### src/rtl/cpu_run_controller.sv
// cpu_run_controller
//   Run/halt supervisor for the B32P CPU. Holds the core in reset for a fixed
//   number of cycles, releases it for a bounded cycle budget, and stops the
//   run when the PC stays on one value for HALT_STABLE valid samples
//   (jump-to-self), or when the budget runs out.
//
// Ports
//   clk          system clock, rising edge
//   reset        asynchronous active-high reset
//   start        run request, honoured in IDLE (AUTO_START=0) and DONE
//   pc           CPU program counter
//   pc_valid     pc carries a meaningful sample this cycle
//   cpu_reset    active-high reset to the CPU core
//   running      high while the CPU is released
//   done         high once the run has ended
//   halted       run ended by halt detection
//   timeout      run ended by budget expiry
//   cycle_count  clock edges spent running in the current/last run
//   halt_pc      PC at which the halt was detected, else 0
//
// State table
//   IDLE | after reset, CPU held in reset, waiting to begin
//   HOLD | CPU held in reset for RESET_CYCLES edges, results cleared
//   RUN  | CPU released, counting cycles and watching the PC
//   DONE | CPU parked in reset, results frozen until start

module cpu_run_controller #(
  parameter int RESET_CYCLES = 4,
  parameter int MAX_CYCLES   = 128,
  parameter int HALT_STABLE  = 8,
  parameter int CNT_W        = 32,
  parameter int PC_W         = 32,
  parameter bit AUTO_START   = 1'b1
) (
  input  logic             clk,
  input  logic             reset,
  input  logic             start,
  input  logic [PC_W-1:0]  pc,
  input  logic             pc_valid,
  output logic             cpu_reset,
  output logic             running,
  output logic             done,
  output logic             halted,
  output logic             timeout,
  output logic [CNT_W-1:0] cycle_count,
  output logic [PC_W-1:0]  halt_pc
);

  localparam int HOLD_W = (RESET_CYCLES > 1) ? $clog2(RESET_CYCLES) : 1;
  localparam int REP_W  = $clog2(HALT_STABLE);

  localparam logic [HOLD_W-1:0] HOLD_LOAD = HOLD_W'(RESET_CYCLES - 1);
  // rep counts matches after the first sample; the match that would take it
  // to HALT_STABLE-1 is the halting one.
  localparam logic [REP_W-1:0]  REP_LAST  = REP_W'(HALT_STABLE - 2);
  localparam logic [CNT_W-1:0]  CNT_LAST  = CNT_W'(MAX_CYCLES - 1);

  typedef enum logic [1:0] {
    IDLE = 2'd0,
    HOLD = 2'd1,
    RUN  = 2'd2,
    DONE = 2'd3
  } state_t;

  state_t state, state_nx;

  logic [HOLD_W-1:0] hold_cnt;
  logic [REP_W-1:0]  rep_cnt;
  logic [PC_W-1:0]   last_pc;
  logic              last_valid;

  logic cpu_reset_nx, running_nx, done_nx;
  logic hold_done, pc_match, halt_hit, budget_hit, enter_hold;

  assign hold_done  = (hold_cnt == '0);
  assign pc_match   = last_valid && (pc == last_pc);
  assign halt_hit   = (state == RUN) && pc_valid && pc_match && (rep_cnt == REP_LAST);
  assign budget_hit = (state == RUN) && (cycle_count == CNT_LAST);
  assign enter_hold = (state_nx == HOLD) && (state != HOLD);

  // State register; the state-derived outputs are registered alongside so
  // they move on the same edge as the transition.
  always_ff @(posedge clk or posedge reset) begin
    if (reset) begin
      state     <= IDLE;
      cpu_reset <= 1'b1;
      running   <= 1'b0;
      done      <= 1'b0;
    end else begin
      state     <= state_nx;
      cpu_reset <= cpu_reset_nx;
      running   <= running_nx;
      done      <= done_nx;
    end
  end

  always_comb begin
    state_nx = state;
    case (state)
      IDLE: if (AUTO_START || start)     state_nx = HOLD;
      HOLD: if (hold_done)               state_nx = RUN;
      RUN:  if (halt_hit || budget_hit)  state_nx = DONE;
      DONE: if (start)                   state_nx = HOLD;
      default:                           state_nx = IDLE;
    endcase
  end

  always_comb begin
    cpu_reset_nx = (state_nx != RUN);
    running_nx   = (state_nx == RUN);
    done_nx      = (state_nx == DONE);
  end

  // Run datapath: hold down-counter, cycle counter, halt detector, results.
  always_ff @(posedge clk or posedge reset) begin
    if (reset) begin
      hold_cnt    <= '0;
      rep_cnt     <= '0;
      last_pc     <= '0;
      last_valid  <= 1'b0;
      cycle_count <= '0;
      halted      <= 1'b0;
      timeout     <= 1'b0;
      halt_pc     <= '0;
    end else if (enter_hold) begin
      hold_cnt    <= HOLD_LOAD;
      rep_cnt     <= '0;
      last_valid  <= 1'b0;
      cycle_count <= '0;
      halted      <= 1'b0;
      timeout     <= 1'b0;
      halt_pc     <= '0;
    end else if (state == HOLD) begin
      if (!hold_done) hold_cnt <= hold_cnt - HOLD_W'(1);
    end else if (state == RUN) begin
      if (cycle_count != '1) cycle_count <= cycle_count + CNT_W'(1);

      // Invalid cycles leave the detector untouched so bubbles do not break
      // a run of equal samples.
      if (pc_valid) begin
        if (pc_match) begin
          rep_cnt <= rep_cnt + REP_W'(1);
        end else begin
          rep_cnt    <= '0;
          last_pc    <= pc;
          last_valid <= 1'b1;
        end
      end

      // Halt has priority when both end conditions land on one edge.
      if (halt_hit) begin
        halted  <= 1'b1;
        halt_pc <= pc;
      end else if (budget_hit) begin
        timeout <= 1'b1;
      end
    end
  end

endmodule
### config.mk
export PLATFORM = sky130hd
export DESIGN_NAME = cpu_run_controller
export DESIGN_NICKNAME = d
export VERILOG_FILES = /design/src/rtl/cpu_run_controller.sv
export SDC_FILE = /design/constraint.sdc
export NUM_CORES = 1
export LEC_CHECK = 0
export CELL_PAD_IN_SITES_DETAIL_PLACEMENT = 1
export CELL_PAD_IN_SITES_GLOBAL_PLACEMENT = 2
export CORE_MARGIN = 10
export CORE_UTILIZATION = 28
export DETAILED_ROUTE_END_ITERATION = 7
export GPL_TIMING_DRIVEN = 0
export PLACE_DENSITY_LB_ADDON = 0.1
export SLEW_MARGIN = 20
export SYNTH_ARGS = -nofsm -noshare
export SYNTH_HDL_FRONTEND = slang
export SYNTH_SLANG_ARGS = --single-unit
### constraint.sdc
create_clock -name clk -period 5.6 [get_ports clk]
set_clock_uncertainty 0.15 [all_clocks]
set_input_delay 0.84 -clock clk [delete_from_list [all_inputs] [get_ports clk]]
set_output_delay 0.84 -clock clk [all_outputs]
set_load 0.005 [all_outputs]
# Yosys cells after proc, flatten, opt, wreduce, memory -nomap -nowiden
# Cells that the tools add are included.
op_classes:
  n_mul: 0
  n_eq_ne: 16
  mux: 34
  n_addsub: 3
  magnitude_cmp: 0
  div: 0
  reduce_logical: 22
  n_bitwise: 3
  shift: 0
ops:
  columns: ["op", "n"]
  rows:
  - ["$mux 32", 8]
  - ["$add 32x1->32 const B", 1]
  - ["$eq 32x32->1", 1]
  - ["$eq 32x7->1 const B", 1]
  - ["$ne 32x32->1 const B", 1]
  - ["$mux 3", 5]
  - ["$mux 1", 14]
  - ["$mux 2", 6]
  - ["$reduce_bool 2->1", 6]
  - ["$reduce_and 3->1", 3]
  - ["$eq 2x2->1 const B", 4]
  - ["$ne 2x1->1 const B", 4]
  - ["$pmux 2 s4", 1]
  - ["$reduce_and 4->1", 2]
  - ["$logic_and 1x1->1", 6]
  - ["$reduce_and 5->1", 1]
  - ["$eq 2x1->1 const B", 2]
  - ["$logic_not 2->1", 2]
  - ["$ne 2x2->1 const B", 2]
  - ["$add 3x1->3 const B", 1]
  - ["$eq 3x3->1 const B", 1]
  - ["$not 1->1", 3]
  - ["$reduce_and 2->1", 1]
  - ["$sub 2x1->2 const B", 1]
  - ["$logic_or 1x1->1", 1]
word_totals:
  mem_bits_ro: 0
  regBits: 109
  mem_bits_rw: 0
  latch_bits: 0
  elab_cells: 90
  n_memories: 0

# Logic depth before layout (Yosys ltp)
depth:
  ltp_word: 11
  ltp_mapped: 9
  mapped_depth_nobuf: 6

# Worst setup path after synthesis
# No wires, ideal clock.
synth_timing:
  kind: "input -> register"
  from: "input port pc[5]"
  to: "register last_pc[10]"
  setup_ns: 0.125
  setup_slack_ns: 3.062
  t_arrival_ns: 2.263
  stages: 7
  t_required_ns: 5.325
  cell_sequence: "xnor2_1 > nand4_1 > nor4_1 > clkbuf_1 > clkbuf_1 > a31o_2 > nand3_1"
synth_between:
  elab_chain_cells: 11
synth_rtl:
  columns: ["item", "line", "text"]
  rows:
  - ["start, declared", "38", "input logic [PC_W-1:0] pc,"]
  - ["$eq 32x32->1 *", "76", "assign pc_match = last_valid && (pc == last_pc);"]
  - ["$logic_and 1x1->1 *", "76", null]
  - ["$logic_and 1x1->1 (2 in a row)", "77", "assign halt_hit = (state == RUN) && pc_valid && pc_match && (rep_cnt == REP_LAST);"]
  - ["$logic_or 1x1->1", "102", "RUN: if (halt_hit || budget_hit) state_nx = DONE;"]
  - ["$mux 2", "102", null]
  - ["$pmux 2 s4", "99", "case (state)"]
  - ["$eq 2x1->1", "79", "assign enter_hold = (state_nx == HOLD) && (state != HOLD);"]
  - ["$logic_and 1x1->1", "79", null]
  - ["$not 1->1 (no source line)", null, null]
  - ["$reduce_and 5->1 (no source line) *", null, null]
  - ["end signal, assigned", "145", "last_pc <= pc;"]
  - ["end, declared", "69", "logic [PC_W-1:0] last_pc;"]
# Mark *: on every way between the ends. The rest lies on a longest branch, timed or not.
# A chain may end at the register's enable or synchronous reset.

# Worst setup path after layout
layout_timing:
  from: "input port pc[0]"
  to: "register last_pc[5]"
# Same word-level chain as after synthesis.

==> impl_metrics.tcl <==
set metrics [dict create \
    power_density_nw_per_um2 333 \
    rrSetupSlack_ns 2.77 \
    peakVddDrop_uv 141 \
    drtAntennaViolNets 0 \
    met3WireLength_um 902 \
    final_util_pct 37.0 \
    synth_compound_area_share_pct 12.0 \
    clock.fmax_mhz 291 \
    relSlewSlack_pct 47.4 \
    antenna_found_initial 0 \
    start_kind "input port" \
    syn-cell-area_um2 6060 \
    crit_family "buffers and inverters" \
    route.detailed.drc 0 \
    synthDistinctLibCells 51 \
    clk_pin_slew_ns 0.08 \
    die_h_um 167 \
    timing.rr.end "last_pc[5]" \
    start_util_pct 28.7 \
    globalRouteTotalUtil_pct 15.0 \
    dp_cells 1047 \
    p_leak_nw 3.47 \
    worstPathArrival_ns 3.53 \
    rsz0062_at_grt "false" \
    synthArstFlopShare_pct 100 \
    muxShareOfSynthArea_pct 5.63 \
    wire_per_inst_um 20.0 \
    synthSimpleGateAreaFrac_pct 25.3 \
    finalNetCount 823 \
    worst-path-buf-inv 3 \
    cts_tree "built" \
    synthAdderAreaFrac_pct 0.825 \
    synth-seq-area-share_pct 45.0 \
    core.rowCount 53 \
    core_um2 21200 \
    worstHoldPathCells 2 \
    grt_overflow_total 0 \
    num_io_pins 105 \
    min_period_over_period_pct 61.5 \
    wl_met2_mm 9.88 \
    instances_no_fill 1063 \
    layout_min_cycle_time_ns 3.44 \
    tightest_slew_ns 0.786 \
    cp_data_required_time_ns 5.69 \
    hpwlAfterDp_mm 15.7 \
    setup_viol 0 \
    status "finished clean" \
    grt_pass1_vias 5914 \
    hold_path.class "flop to flop" \
    via_per_inst 5.20 \
    slowest_delay_ns 0.63 \
    ys_ff_latch 109 \
    postCtsSetupRepairBufs 0 \
    synth_cells 667 \
    min-delay-start "halted" \
    worst_setup_path_end_kind "flop" \
    syn_to_final_growth_pct 29.2 \
    path_common_cell "clkbuf_1" \
    synth_edf_count 0 \
    syn_nets 707 \
    die-area_um2 27900 \
    cts_resized 0 \
    clk_latency_ns 0.36 \
    first_pass_iters 5 \
    synth_flop_cell "dfrtp_1" \
    drv_slew 0 \
    stdcell_area_um2 7840 \
    yosys_warnings 0 \
    clock-sinks 109 \
    synth_top_family_by_area "simple AND/OR/NAND/NOR gates" \
    p_total_w 0.00261 \
    totalWireLength_mm 21.3 \
    cts_root_buf "clkbuf_16" \
    drv_cap 0 \
    hold_viol_final 0 \
    reg2regPathDepth 7 \
    cts_hold_buf 0 \
    avgSynthCellArea_um2 9.09 \
    n_antenna_cell 0 \
    worstSetupPathType "input port to flop" \
    clockBufferDepth 2 \
    drt-initial-drc-count 264 \
    gp_congestion 0.793 \
    dr_total_vias 5531 \
    fp.dieW_um 167 \
    rr_startpoint "last_pc[13]" \
    cts_buffers 9 \
    highest_layer "met4" \
    grt_pass1_wl_mm 34.0 \
    port_buffers 104 \
    cts.htree.levels 3 \
    min_to "halted" \
    synthXorXnorAreaFrac_pct 5.78 \
    wl_met1_mm 10.3 \
    crit_chain "clkdlybuf4s50_1 -> xnor2_1 -> nand4_1 -> nor4_1 -> clkbuf_1 -> clkbuf_1 -> a31o_2 -> nand3_1" \
    critPathMaxFanout 10 \
    grt_max_degree 70 \
    drive_gt1_share_pct 8.88 \
    placed_area_um2 7480 \
    slowest_stage "clkdlybuf4s50_1" \
]
-- Yosys cell counts (5+ instances only) --
| cell type | count | area share [%] |
|---|---|---|
| a21oi_1 | 24 | 2.0 |
| a31o_2 | 32 | 4.6 |
| and3_1 | 9 | 0.93 |
| and4_1 | 6 | 0.87 |
| buf_2 | 7 | 0.58 |
| clkbuf_1 | 34 | 2.1 |
| dfrtp_1 | 108 | 45 |
| inv_1 | 39 | 2.4 |
| mux2i_1 | 33 | 5.4 |
| nand2_1 | 117 | 7.2 |
| nand3_1 | 50 | 4.1 |
| nand4_1 | 51 | 5.3 |
| nor2_1 | 18 | 1.1 |
| nor3_1 | 5 | 0.41 |
| nor4_1 | 7 | 0.72 |
| o21ai_1 | 9 | 0.74 |
| o31ai_1 | 13 | 1.6 |
| or3_1 | 9 | 0.93 |
| or4_1 | 9 | 1.1 |
| xnor2_1 | 33 | 4.8 |
| xor2_1 | 7 | 1.0 |
-- power by group --
part	switching [W]	internal (W)	total (W)
combinational	0.000450	0.000290	0.000740
sequential	0.000148	0.000941	0.00109
clock	0.000328	0.000455	0.000783
-- state kept, by name (all words and copies together) (netlist names) --
signal       count
last_pc         32
running          1
halt_pc         32
halted           1
cpu_reset        1
hold_cnt         2
last_valid       1
state            2
rep_cnt          3
timeout          1
done             1
cycle_count     32
-- cells in the final DEF, fill, tap and decap left out, types with 18 or more instances in the layout --
cell type        instances
a21oi_1                 24
dfrtp_1                108
nor2_1                  18
a31o_2                  32
nand4_1                 51
clkdlybuf4s50_1        104
nand3_1                 50
mux2i_1                 33
clkbuf_1                34
inv_1                   38
nand2_1                117
xnor2_1                 33
-- metal layers --
metal / global-route usage [%] / vias up
met5: 0 / -
met4: 3.29 / 0
met3: 3.37 / 13
met2: 23.8 / 98
met1: 20.2 / 2798
li1: - / 2622
-- worst min-delay path: stages (launching register included) --
cell and delay (ns):
dfrtp_1 0.35, nand2_1 0.06, nand2_1 0.06
-- worst max path at each step --
stage,startpoint,end,slack [ns],cells past startpoint
floorplan,reset,cycle_count[0],1.74,1
global placement,reset,halt_pc[25],-0.41,2
detailed placement,pc[0],last_pc[5],1.73,8
CTS,pc[0],last_pc[5],2.10,8
global route,pc[0],last_pc[3],1.94,8
finish,pc[0],last_pc[5],2.16,8
-- final cells by class --
cell class              count  area, um^2
well taps                 275         344
fillers                  2445       13300
multi-input cells         474        3000
clock inverters             6         116
clock buffers              10         239
inverters                  39         151
repair buffers            105        1070
flip-flops and latches    109        2730
plain buffers              45         185
-- per-stage QoR --
step	hold WS, ns	setup slack (ns)	TNS [ns]
global placement	0.308	-0.411	-42.79
CTS	0.355	2.10	0
floorplan	0.316	1.74	0
finish	0.345	2.16	0
detailed placement	0.336	1.73	0
global route	0.382	1.94	0
-- logic make-up after synthesis --
group / count (synthesis)
flops: 109
xor+xnor: 40
fa+ha+maj: 4
simple gates: 296
compound gates: 100
mux: 34
buf+inv: 84
(Power assumes the default switching activity.)
